`config.mk`:
```
export PLATFORM = sky130hd
export DESIGN_NAME = mmio_store_uart_tx
export DESIGN_NICKNAME = d
export VERILOG_FILES = /design/src/rtl/mmio_store_uart_tx.sv
export SDC_FILE = /design/constraint.sdc
export NUM_CORES = 1
export LEC_CHECK = 0
export CORE_MARGIN = 2
export CORE_UTILIZATION = 52
export DETAILED_ROUTE_END_ITERATION = 10
export PLACE_DENSITY = 0.78
export SYNTH_ARGS = -nofsm -noshare
export SYNTH_HDL_FRONTEND = slang
export SYNTH_SLANG_ARGS = --single-unit
```
`constraint.sdc`:
```
create_clock -name clk -period 8.75 [get_ports clk]
set_input_delay 1.75 -clock clk [delete_from_list [all_inputs] [get_ports clk]]
set_output_delay 1.75 -clock clk [all_outputs]
set_load 0.02 [all_outputs]
```
`src/rtl/mmio_store_uart_tx.sv`:
```
// 8N1 UART transmitter that snoops the core's data-store port: stores to TX_ADDR queue a byte,
// stores to CTRL_ADDR clear the sticky overflow flag.
module mmio_store_uart_tx #(
    parameter int          BAUD_DIV   = 434,
    parameter logic [11:0] TX_ADDR    = 12'hFFF,
    parameter logic [11:0] CTRL_ADDR  = 12'hFFE,
    parameter int          FIFO_DEPTH = 8
) (
    input  logic        clk,
    input  logic        resetn,
    input  logic        st_en,
    input  logic [11:0] st_addr,
    input  logic [31:0] st_data,
    output logic        tx,
    output logic        busy,
    output logic        full,
    output logic        ovf
);

    localparam int AW = $clog2(FIFO_DEPTH);
    localparam int CW = AW + 1;
    localparam int BW = $clog2(BAUD_DIV);
    localparam logic [BW-1:0] BAUD_LOAD = BW'(BAUD_DIV - 1);

    localparam logic [1:0] ST_IDLE  = 2'd0;
    localparam logic [1:0] ST_START = 2'd1;
    localparam logic [1:0] ST_DATA  = 2'd2;
    localparam logic [1:0] ST_STOP  = 2'd3;

    logic [7:0]    fifo_mem [FIFO_DEPTH];
    logic [AW-1:0] wr_ptr_reg;
    logic [AW-1:0] rd_ptr_reg;
    logic [CW-1:0] count_reg;
    logic [1:0]    state_reg;
    logic [BW-1:0] baud_reg;
    logic [2:0]    bit_idx_reg;
    logic [7:0]    shift_reg;
    logic          tx_reg;
    logic          ovf_reg;

    logic       push_req;
    logic       ctrl_wr;
    logic       fifo_empty;
    logic       fifo_full;
    logic       bit_end;
    logic       pop;
    logic       push;
    logic [7:0] fifo_head;
    logic       unused_st_data;

    assign push_req   = st_en && (st_addr == TX_ADDR);
    assign ctrl_wr    = st_en && (st_addr == CTRL_ADDR);
    assign fifo_empty = (count_reg == '0);
    assign fifo_full  = (count_reg == CW'(FIFO_DEPTH));
    assign bit_end    = (baud_reg == '0);
    // A pop also happens at the end of STOP so consecutive frames run with no idle cycle.
    assign pop        = !fifo_empty && ((state_reg == ST_IDLE) || ((state_reg == ST_STOP) && bit_end));
    assign push       = push_req && (!fifo_full || pop);
    assign fifo_head  = fifo_mem[rd_ptr_reg];
    assign unused_st_data = ^st_data[31:8];

    always_ff @(posedge clk) begin
        if (push) begin
            fifo_mem[wr_ptr_reg] <= st_data[7:0];
        end
    end

    always_ff @(posedge clk or negedge resetn) begin
        if (!resetn) begin
            wr_ptr_reg <= '0;
            rd_ptr_reg <= '0;
            count_reg  <= '0;
            ovf_reg    <= 1'b0;
        end else begin
            if (push) begin
                wr_ptr_reg <= wr_ptr_reg + 1'b1;
            end
            if (pop) begin
                rd_ptr_reg <= rd_ptr_reg + 1'b1;
            end
            case ({push, pop})
                2'b10:   count_reg <= count_reg + 1'b1;
                2'b01:   count_reg <= count_reg - 1'b1;
                default: count_reg <= count_reg;
            endcase
            if (ctrl_wr) begin
                ovf_reg <= 1'b0;
            end else if (push_req && !push) begin
                ovf_reg <= 1'b1;
            end
        end
    end

    // tx is driven from the state being entered, so it changes on the same edge as the FSM.
    always_ff @(posedge clk or negedge resetn) begin
        if (!resetn) begin
            state_reg   <= ST_IDLE;
            baud_reg    <= '0;
            bit_idx_reg <= '0;
            shift_reg   <= '0;
            tx_reg      <= 1'b1;
        end else begin
            case (state_reg)
                ST_IDLE: begin
                    tx_reg <= 1'b1;
                    if (pop) begin
                        shift_reg <= fifo_head;
                        baud_reg  <= BAUD_LOAD;
                        state_reg <= ST_START;
                        tx_reg    <= 1'b0;
                    end
                end
                ST_START: begin
                    if (bit_end) begin
                        state_reg   <= ST_DATA;
                        bit_idx_reg <= '0;
                        baud_reg    <= BAUD_LOAD;
                        tx_reg      <= shift_reg[0];
                    end else begin
                        baud_reg <= baud_reg - 1'b1;
                    end
                end
                ST_DATA: begin
                    if (bit_end) begin
                        baud_reg <= BAUD_LOAD;
                        if (bit_idx_reg == 3'd7) begin
                            state_reg <= ST_STOP;
                            tx_reg    <= 1'b1;
                        end else begin
                            shift_reg   <= shift_reg >> 1;
                            tx_reg      <= shift_reg[1];
                            bit_idx_reg <= bit_idx_reg + 3'd1;
                        end
                    end else begin
                        baud_reg <= baud_reg - 1'b1;
                    end
                end
                default: begin
                    if (bit_end) begin
                        if (pop) begin
                            shift_reg <= fifo_head;
                            baud_reg  <= BAUD_LOAD;
                            state_reg <= ST_START;
                            tx_reg    <= 1'b0;
                        end else begin
                            state_reg <= ST_IDLE;
                            tx_reg    <= 1'b1;
                        end
                    end else begin
                        baud_reg <= baud_reg - 1'b1;
                    end
                end
            endcase
        end
    end

    assign tx   = tx_reg;
    assign busy = !fifo_empty || (state_reg != ST_IDLE);
    assign full = fifo_full;
    assign ovf  = ovf_reg;

endmodule

```
Word level (Yosys, flattened, before mapping)
Memories as Yosys holds them, arrays and structs flattened.
Index checks and enable logic that the tools add are counted.
Widths: inputs -> output; s select.
{"block": "totals", "output_inout_bits": 4, "reg_bits": 34, "memories": 1, "latchBits": 0, "inputBits": 47, "ramBits": 64, "elab_cells": 87, "rom_bits": 0}
{"block": "op_classes", "n_addsub": 6, "mux": 31, "n_bitwise": 1, "n_eq_ne": 14, "div": 0, "n_mul": 0, "n_shift": 0, "n_reduce_logical": 25, "magnitude_cmp": 0}
{"memory": "fifo_mem", "depth": 8, "word_bits": 8, "rd": 1, "rd_clocked_by_memory_dff": 0, "write_ports": 1, "line_no": "30", "rtl": "logic [7:0] fifo_mem [FIFO_DEPTH];"}
{"operator": "$mux 8", "n": 4}
{"operator": "$mux 9", "n": 3}
{"operator": "$eq 12x12->1 const B", "n": 2}
{"operator": "$pmux 8 s3", "n": 1}
{"operator": "$pmux 9 s2", "n": 1}
{"operator": "$mux 1", "n": 10}
{"operator": "$mux 2", "n": 5}
{"operator": "$ne 2x2->1 const B", "n": 5}
{"operator": "$reduce_bool 2->1", "n": 5}
{"operator": "$add 3x1->3 const B", "n": 3}
{"operator": "$logic_not 9->1", "n": 1}
{"operator": "$mux 3", "n": 3}
{"operator": "$sub 9x1->9 const B", "n": 1}
{"operator": "$pmux 4 s2", "n": 1}
{"operator": "$reduce_and 4->1", "n": 2}
{"operator": "$eq 2x2->1 const B", "n": 3}
{"operator": "$logic_and 1x1->1", "n": 6}
{"operator": "$pmux 2 s3", "n": 1}
{"operator": "$pmux 3 s2", "n": 1}
{"operator": "$reduce_and 5->1", "n": 1}
{"operator": "$add 4x1->4 const B", "n": 1}
{"operator": "$eq 2x1->1 const B", "n": 2}
{"operator": "$eq 4x4->1 const B", "n": 1}
{"operator": "$logic_not 4->1", "n": 1}
{"operator": "9 further kinds", "n": 13}

Depth between registers and ports, before layout
{"block": "depth", "depth_word": 10, "ltp_mapped": 13, "ltp_nobuf": 12}

Least setup slack after synthesis
No wires, ideal clock.
{"block": "synth_timing", "path_kind": "input port to flip-flop", "start": "input st_addr[6]", "end": "memory fifo_mem[2][0], enable pin", "required_time_ns": 8.365, "cell_stages": 5, "arrival_time_ns": 3.432, "setup_slack_ns": 4.933, "setup_ns": 0.385, "n_path_buf": 0, "path_cell_list": "nand4_1 nor3_1 nor3b_2 nand2b_1 nor3b_1"}
{"block": "synth_between", "elab_chain_len": 5}
{"item": "start, declared", "line_no": "12", "rtl": "input logic [11:0] st_addr,"}
{"item": "$eq 12x12->1", "line_no": "51", "rtl": "assign push_req = st_en && (st_addr == TX_ADDR);"}
{"item": "$logic_and 1x1->1", "line_no": "51"}
{"item": "$logic_and 1x1->1", "line_no": "58", "rtl": "assign push = push_req && (!fifo_full || pop);"}
{"item": "$mux 1", "line_no": "63", "rtl": "if (push) begin"}
{"item": "$mux 1 (not written as such)", "line_no": "64", "rtl": "fifo_mem[wr_ptr_reg] <= st_data[7:0];"}
{"item": "end, declared", "line_no": "30"}
Every way passes these cells.

Worst setup path in the final report
{"block": "layout_timing", "start": "input st_addr[6]", "end": "memory fifo_mem[0][1], enable pin"}
The elaborated chain is that of the path after synthesis.

==> summary by stage <==
Outcome
The run finished with clean final reports.

Placement
Once detailed placement completed, the half-perimeter wirelength came to 5743 µm. The global placement routability congestion is just under 0.9. Counting tap cells, the placed design contains a total of 450 instances.

The placed standard-cell area is around 0.0050 mm². During placement, the flow inserted port buffers numbering 26. The worst slack after detailed placement is between 4000 and 5000 ps.

CTS
The number of buffers inserted during clock tree synthesis is 9. The clock net in this run drives a total of 98 sinks. For this design, the CTS-stage hold fixing added 0 buffers. The maximum buffer depth of the clock tree is 2. The clock tree from TritonCTS is yes. The H-tree level count is 3. The clock root buffer is sky130_fd_sc_hd__clkbuf_8. The clock reaches the later pin of the worst-skew pair after 350 ps. The setup fix buffers added after clock tree synthesis is 0.

Clock-pin slew was measured on the worst setup and hold paths at roughly 100 ps. The number of gates resized after CTS was 0.

Worst setup path
The cell family contributing the most delay on the critical path is simple AND/OR/NAND/NOR gates. The peak fanout along the critical path is 5. The count of buffer and inverter cells on the critical path is 2. The worst endpoint data arrival time is 4270 ps. Data on the critical path is required at its endpoint by 8830 ps. The master of the slowest instance on the critical path is sky130_fd_sc_hd__nor3_1. STA classifies the critical path startpoint as an input pin. The critical path is of the in2reg type. STA classifies the critical path endpoint as a flop.

The signal on the critical path passes through clkdlybuf4s50_1, nand4_1, nor3_1, nor3b_2, nand2b_1, nor3_1, buf_4. The cell occurring most often along the worst timing path is sky130_fd_sc_hd__nor3_1. The biggest cell delay along the critical path is 630 ps.

Power
The analysis attributes to cell leakage a power of 1.862 nW. The total power consumption of the routed design is 0.7997 mW. The worst-case IR drop observed on VDD is 0.0001151 V. The areal power density over the cells is around 150 mW/mm².

Yosys
The average size of a mapped cell is 14.19 µm². The share of synthesized cell area in full adder, half adder and majority cells is 3.974%. The number of nets in the synthesized netlist is 385. In the synthesized netlist the dominant register cell turns out to be sky130_fd_sc_hd__edfxtp_1. The count of warnings emitted by yosys is 0. Of the total synthesized cell area, the portion taken by XOR and XNOR cells is approximately 1.7%.

The synthesized-area fraction occupied by and/or/nand/nor cells is under 10%. The combinational family with the most area after synthesis is multiplexers. The synthesized-area fraction occupied by ao, oa, aoi and oai cells is approximately 11%.

The share of cell area taken by muxes after synthesis is between 10% and 20%. For this run, asynchronously set or reset flops after synthesis account for 34.69%. Summed over its instances, the top area cell type makes up 41.81% of the synthesized netlist area.

The proportion of synthesized chip area in sequential cells is approximately three fifths. The number of unique standard cell types used by synthesis is 59. The post-synthesis cell type with the largest combined area is sky130_fd_sc_hd__edfxtp_1. The mapped netlist covers 0.004597 mm². The count of flip-flops with a built-in enable after synthesis is 64. In this run, synthesis produced a sequential element count of 98. After synthesis, the cell types taking the most area are sky130_fd_sc_hd__edfxtp_1, sky130_fd_sc_hd__dfrtp_1, sky130_fd_sc_hd__mux4_2, sky130_fd_sc_hd__ha_1, sky130_fd_sc_hd__nand2_1. The synthesized netlist cell count is 324.

Die
The core footprint is 0.008636 mm². The die covers 0.009608 mm². After floorplanning, the core was divided into 34 placement rows. The floorplan step set the die width to 98.02 µm. The initial core utilization is 53.23%. 51 I/O pins were placed. The overall die height is 98.02 µm.

Flow run
The number of max-capacitance violations reported is 0.

Routing
Dividing the detail-routed via count by the number of cells gives 5.856. The count of vias placed by the detailed router is 2729. The first detailed-routing pass took 4 iterations. The routed length per instance is 17.89 µm.

The number of design-rule violations left by the first detailed-router iteration is 92. The number of remaining DRC errors is 0. Wires add up to 8337 µm. The detail route stage leaves a number of antenna-violating nets equal to 0.

STA
Setup repair after global routing left no endpoint under its margin. The worst pin sits at a relative slew slack of approximately 28%. The slew of the pin with the lowest slew margin is 1081 ps. Setup violations remaining at the end of the flow were counted as 0. The smallest clock period supported by the final layout is computed as 4193 ps. On the final layout, the worst hold slack is 511.1 ps. The worst setup margin is 4557 ps. In the finished design, the share of the clock period the worst path needs comes to 47.92%. The number of hold violations in the final report came to 0. The maximum clock frequency is 238.5 MHz. The aggregate negative setup slack is 0 ps. The clock skew is roughly 9.5 ps. The number of pins exceeding their max-slew limit in the final report is 0.

Cells and area
The share of layout cells above drive strength 1 is 15.08%. The final non-filler cell area is 0.005176 mm². At the end of the flow, the number of nets in the layout was 414. The area growth from synthesis to layout is 12.60%. The count of placed standard cells in the final layout, fillers left out is approximately 470. The commonest non-fill, non-tap cell in the layout is sky130_fd_sc_hd__edfxtp_1. Leaving out fill and tap cells, the most frequent cells in the layout are sky130_fd_sc_hd__edfxtp_1, sky130_fd_sc_hd__dfrtp_1, sky130_fd_sc_hd__nand2_1. The repair_antennas step left the layout with diodes totalling 0. Measured on the finished design, the core utilization comes to 59.94%. The register with the most flip-flops in the layout has 64 of them.

Global route
The via count of the first global-routing pass is approximately 2800. The overall routing resource usage is 18.69%. The wire length of the first global-routing pass is between 10000 and 15000 µm. The maximum number of pins on one net before global-route repair is 35. The total overflow reported by the global router is 0.

The initial antenna violation count is 0.

Hold path
The class of the worst hold path is reg2reg.
[metal layers]
layer / share of wire, % / vias up / global-route usage (%)
met3: 3.6 / 7 / 4.009
met5: 0 / - / 0
met4: 0.62 / 0 / 4.808
li1: - / 1312 / -
met1: 46 / 1353 / 25.74
met2: 50 / 57 / 30.66
[cell usage after synthesis, types with 2 or more instances]
master / number
sky130_fd_sc_hd__nor4_1: 2
sky130_fd_sc_hd__or4_1: 3
sky130_fd_sc_hd__mux4_2: 16
sky130_fd_sc_hd__o221a_1: 7
sky130_fd_sc_hd__o21ai_0: 16
sky130_fd_sc_hd__nand2_1: 28
sky130_fd_sc_hd__o21a_1: 4
sky130_fd_sc_hd__xor2_1: 2
sky130_fd_sc_hd__mux2i_1: 10
sky130_fd_sc_hd__buf_2: 2
sky130_fd_sc_hd__a22oi_1: 2
sky130_fd_sc_hd__dfrtp_1: 33
sky130_fd_sc_hd__nor3_1: 12
sky130_fd_sc_hd__nor3b_1: 5
sky130_fd_sc_hd__edfxtp_1: 64
sky130_fd_sc_hd__a21oi_1: 11
sky130_fd_sc_hd__buf_1: 2
sky130_fd_sc_hd__nor2_1: 9
sky130_fd_sc_hd__mux2_2: 3
sky130_fd_sc_hd__xnor2_1: 7
sky130_fd_sc_hd__nor4b_1: 2
sky130_fd_sc_hd__ha_1: 13
sky130_fd_sc_hd__nand4_1: 5
sky130_fd_sc_hd__inv_1: 15
sky130_fd_sc_hd__a21o_1: 2
sky130_fd_sc_hd__clkbuf_1: 9
sky130_fd_sc_hd__o22ai_1: 3
sky130_fd_sc_hd__a22o_1: 5
sky130_fd_sc_hd__buf_6: 2
[kinds of logic (layout without fill, tap and decap cells)]
logic type | count (synthesis) | in the layout
AOI/OAI and AO/OA | 65 | 65
xor gates and xnor gates | 9 | 9
adders and majority gates | 14 | 14
buffers and inverters | 30 | 64
DFF | 98 | 98
muxes | 30 | 30
and+or+nand+nor | 78 | 78
[final cells by class]
cell class / count / area, µm²
clock inverters: 7 / 76.32
flip-flops and latches: 98 / 2774
inverters: 15 / 56.30
multi-input cells: 196 / 1698
fillers: 669 / 3460
well taps: 108 / 135.1
clock buffers: 9 / 123.9
repair buffers: 33 / 312.8
[final timing paths]
path                                      startpoint                        end  slack [ps]  depth (start not counted)
max                                       st_addr[6]   fifo_mem[0][1]$_DFFE_PP_        4560                          7
min                        wr_ptr_reg[2]$_DFFE_PN0P_  wr_ptr_reg[2]$_DFFE_PN0P_         510                          1
max reg2reg                    baud_reg[0]$_DFF_PN0_   count_reg[3]$_DFFE_PN0P_        5500                         12
min reg2reg                wr_ptr_reg[2]$_DFFE_PN0P_  wr_ptr_reg[2]$_DFFE_PN0P_         510                          1
max in group asynchronous                     resetn             tx$_DFFE_PN1P_        6620                          2
min in group asynchronous                     resetn      baud_reg[3]$_DFF_PN0_        1800                          2
[power breakdown]
part	total (mW)	internal (mW)	switching, mW
clock	0.288	0.114	0.173
combinational	0.0180	0.00944	0.00855
sequential	0.494	0.494	0.000258
Note: power is estimated with default switching activity, not from simulation.
